### src/rtl/common_cntdn3_pkg.sv
// common_cntdn3_pkg: shared constants and state encoding for the common_* counter blocks.
package common_cntdn3_pkg;

    localparam int CNT_W = 3;

    typedef enum logic [1:0] {
        ST_IDLE = 2'b00,
        ST_RUN  = 2'b01,
        ST_DONE = 2'b10
    } cnt_state_e;

endpackage

### src/rtl/common_rtlrom_decr3.sv
// common_rtlrom_decr3: 3-bit decrement as a case-table ROM; b flags the borrow out of zero.
module common_rtlrom_decr3 (
    input  logic [2:0] d,
    output logic [2:0] q,
    output logic       b
);
    logic [3:0] rom;

    always_comb begin
        case (d)
            3'd0:    rom = 4'b1_111;
            3'd1:    rom = 4'b0_000;
            3'd2:    rom = 4'b0_001;
            3'd3:    rom = 4'b0_010;
            3'd4:    rom = 4'b0_011;
            3'd5:    rom = 4'b0_100;
            3'd6:    rom = 4'b0_101;
            default: rom = 4'b0_110;
        endcase
    end

    assign b = rom[3];
    assign q = rom[2:0];
endmodule

### src/rtl/common_cntdn3.sv
// common_cntdn3: loadable 3-bit down-counter FSM with pause, abort and optional auto-reload.
module common_cntdn3
    import common_cntdn3_pkg::*;
#(
    parameter bit AUTO_RELOAD = 1'b0
) (
    input  logic             clk,
    input  logic             resetn,
    input  logic             start_valid,
    output logic             start_ready,
    input  logic [CNT_W-1:0] start_value,
    input  logic             pause,
    input  logic             abort,
    output logic [CNT_W-1:0] count,
    output logic             busy,
    output logic             done
);
    cnt_state_e       state_q, state_d;
    logic [CNT_W-1:0] count_q, count_d, reload_q, reload_d, dec;
    logic             borrow, load;

    common_rtlrom_decr3 u_decr (.d(count_q), .q(dec), .b(borrow));

    assign start_ready = (state_q == ST_IDLE) & ~abort;
    assign load        = start_valid & start_ready;
    assign count       = count_q;
    assign busy        = state_q != ST_IDLE;
    assign done        = state_q == ST_DONE;

    // Abort outranks everything; a borrow ends the run at 0 instead of wrapping to 7.
    always_comb begin
        state_d  = state_q;
        count_d  = count_q;
        reload_d = reload_q;
        if (abort) begin
            state_d = ST_IDLE;
            count_d = '0;
        end else if (load) begin
            state_d  = ST_RUN;
            count_d  = start_value;
            reload_d = start_value;
        end else if (state_q == ST_RUN && !pause) begin
            state_d = borrow ? ST_DONE : ST_RUN;
            count_d = borrow ? '0 : dec;
        end else if (state_q == ST_DONE) begin
            state_d = AUTO_RELOAD ? ST_RUN : ST_IDLE;
            count_d = AUTO_RELOAD ? reload_q : '0;
        end
    end

    always_ff @(posedge clk or negedge resetn) begin
        if (!resetn) begin
            state_q  <= ST_IDLE;
            count_q  <= '0;
            reload_q <= '0;
        end else begin
            state_q  <= state_d;
            count_q  <= count_d;
            reload_q <= reload_d;
        end
    end
endmodule
### config.mk
export PLATFORM = sky130hd
export DESIGN_NAME = common_cntdn3
export DESIGN_NICKNAME = d
export VERILOG_FILES = /design/src/rtl/common_cntdn3_pkg.sv /design/src/rtl/common_rtlrom_decr3.sv /design/src/rtl/common_cntdn3.sv
export SDC_FILE = /design/constraint.sdc
export NUM_CORES = 1
export LEC_CHECK = 0
export BUFFER_PORTS_ARGS = -buffer_cell sky130_fd_sc_hd__buf_2
export CAP_MARGIN = 20
export CORE_AREA = 2 2 39 41
export DETAILED_ROUTE_END_ITERATION = 12
export DIE_AREA = 0 0 41 43
export PLACE_DENSITY_LB_ADDON = 0.3
export SKIP_CTS_REPAIR_TIMING = 1
export SLEW_MARGIN = 30
export SYNTH_ARGS = -nofsm -noshare
export SYNTH_HDL_FRONTEND = slang
export SYNTH_SLANG_ARGS = --single-unit
### constraint.sdc
create_clock -name clk -period 2.49 [get_ports clk]
set_clock_uncertainty 0.05 [all_clocks]
set_input_delay 0.1245 -clock clk [delete_from_list [all_inputs] [get_ports clk]]
set_output_delay 0.1245 -clock clk [all_outputs]
set_load 0.05 [all_outputs]
==> impl_metrics.yaml <==
place:
  dp_cells: 67
  gp_congestion: 0.710
  dp_hpwl_um: 628
  portBuffers: 13
route:
  wirelength_um: 842
  vias: 362
  dr.pass1.iters: 4
  drtIter0Drc: 3
  antenna_left: 0
  viasPerCell: 5.03
  wl_per_cell_um: 11.7
  drc_errors: 0
synth:
  ys_seq_area_share_pct: 37.0
  synth_seq_cells: 5
  synthCells: 40
  syn_area_sq_um: 338
  yosysWarnings: 0
  synth_area_per_cell_sq_um: 8.45
  yosysUniqueCellTypes: 22
  synth_nets: 48
finish:
  layout-drive-gt1-share_pct: 35.7
  antenna_cells: 0
  area_growth_pct: 29.3
  stdcell_count: 72
  nets: 65
pwr:
  p_per_area_mw_per_mm2: 618
  p_leak_uw: 0.000207
  max-vdd-ir-drop_v: 0.000159
job:
  max_cap_viol_count: 0
global_routing:
  grt_usage_pct: 11.5
  antenna_found_initial: 0
  gr-total-overflow: 0
  grt_pass1_vias: 305
  grt_pass1_wl_um: 1280
  grt_max_degree: 12
clock_tree:
  cts_root_buf: "clkbuf_4"
  cts.path.max_buffers: 2
  cts_tree: "built"
  cts_max_level: 1
  worstSkewPairLatency_ps: 240
  cts_made_buffers: 3
  clk_pin_slew_ps: 50
  clkSinkCount: 5
worst_setup_path:
  worstPathArrival_ps: 1250
  reg2regPathDepth: 5
  cp-start-kind: "flop"
  critical_path.max_fanout: 11
  ff2ff_setup_slack_ps: 1090
  r2r_end: "count[1]"
  crit_required_ps: 2320
  critPathKind: "flop to output pin"
  crit_path_end: "start_ready"
  r2r_start: "state_q[0]"
  cp-end-kind: "output pin"
  cp-startpoint: "state_q[0]"
floorplanning:
  io-pin-count: 14
  fp.coreArea_sq_mm: 0.00138
  die_w_um: 41
  start_util_pct: 24.4
  die-area_sq_mm: 0.00176
  placementRows: 14
  fp.dieH_um: 43
timing:
  hold_violations: 0
  tightest_slew_ps: 394
  setup_violations: 0
  finalSetupTns_ps: 0
  timing.final.crit_share_pct: 57.2
  slew_headroom_pct: 73.5
  final-max-slew-violation-count: 0
  rsz0062_at_grt: "no"
  max_freq_ghz: 0.702
  fin_crit_ps: 1420
hold_path:
  hold_class: "input pin to flop"
  hp-start: "start_value[0]"
run_status:
  status: "complete, no violations"
worst min path at each step:
stage	to	slack (ps)	cells past startpoint
global route	count[0]	60	3
detailed placement	count[0]	-100	1
finish	count[0]	50	3
CTS	state_q[0]	-370	1
global placement	count[1]	-100	1
floorplan	count[0]	-220	0
layout by cell type (no fill, tap or decap), drive strengths merged:
cell type	count
a211o	1
a21oi	2
a221oi	1
a31o	1
a31oi	1
and2	1
buf	13
clkbuf	4
dfrtp	5
dlygate4sd3	1
inv	4
nand2	5
nand2b	1
nand3	2
nor2	3
nor2b	1
nor3	1
nor3b	1
nor4	1
o2111ai	2
o21ai	4
or3b	1
power breakdown:
part | internal (uW) | leakage, uW | switching (uW)
Clock | 60.7 | 0.0000150 | 34.8
Sequential | 87.3 | 0.0000672 | 12.2
Combinational | 23.2 | 0.000125 | 51.7
Total | 171 | 0.000207 | 98.7
layer usage:
metal,part of all wire (%),global-route usage [%]
met3,8.3,4.19
met1,40,12.4
met4,1.7,12.0
met2,49,15.6
met5,0,0
area by class of cell:
| class | count | area (sq um) |
|---|---|---|
| fillers | 160 | 947 |
| multi-input cells | 29 | 175 |
| flip-flops and latches | 5 | 125 |
| repair buffers | 14 | 75.1 |
| clock buffers | 4 | 26.3 |
| well taps | 16 | 20.0 |
| inverters | 4 | 15.0 |
critical path: stages (launching register included):
cell and delay (ps):
dfrtp_1 500, nor3_2 210, buf_2 290
cell families (layout without fill, tap and decap cells):
family,after synthesis,count (layout),synth area share (%)
AND/OR/NAND/NOR,17,17,28.2
flip-flops,5,5,37.0
buffers and inverters,6,22,11.1
AO/OA/AOI/OAI,12,12,23.7
stage by stage:
stage	util, %	cell area [sq um]	power [uW]	worst slack [ps]	hold slack [ps]
after floorplan	-	338	155	587	-221
after global placement	28.9	400	174	1090	-102
after detailed placement	28.9	400	174	1090	-101
after CTS	30.8	427	274	1070	-366
after global routing	31.6	437	288	958	62.1
final	31.6	437	270	1070	50.8
Yosys cell counts:
| library cell | number | area, sq um |
|---|---|---|
| a31o_2 | 1 | 8.76 |
| nor2_2 | 1 | 6.26 |
| dfrtp_1 | 5 | 125 |
| nor4_1 | 1 | 6.26 |
| o2111ai_1 | 2 | 17.5 |
| nor3b_1 | 1 | 7.51 |
| nand2b_1 | 1 | 6.26 |
| nor3_2 | 1 | 10.0 |
| a211o_1 | 1 | 8.76 |
| or3b_1 | 1 | 8.76 |
| nand2_1 | 5 | 18.8 |
| o21ai_1 | 2 | 10.0 |
| a31oi_1 | 1 | 6.26 |
| nor2b_1 | 1 | 6.26 |
| a221oi_1 | 1 | 8.76 |
| buf_6 | 2 | 22.5 |
| nand3_1 | 2 | 10.0 |
| nor2_1 | 2 | 7.51 |
| a21oi_1 | 2 | 10.0 |
| o21ai_0 | 2 | 10.0 |
| and2_2 | 1 | 7.51 |
| inv_1 | 4 | 15.0 |
flip-flops by register name, indices dropped and copies added (netlist names):
register	count
count	3
state_q	2
No activity file was read; power rests on OpenSTA's default activity.
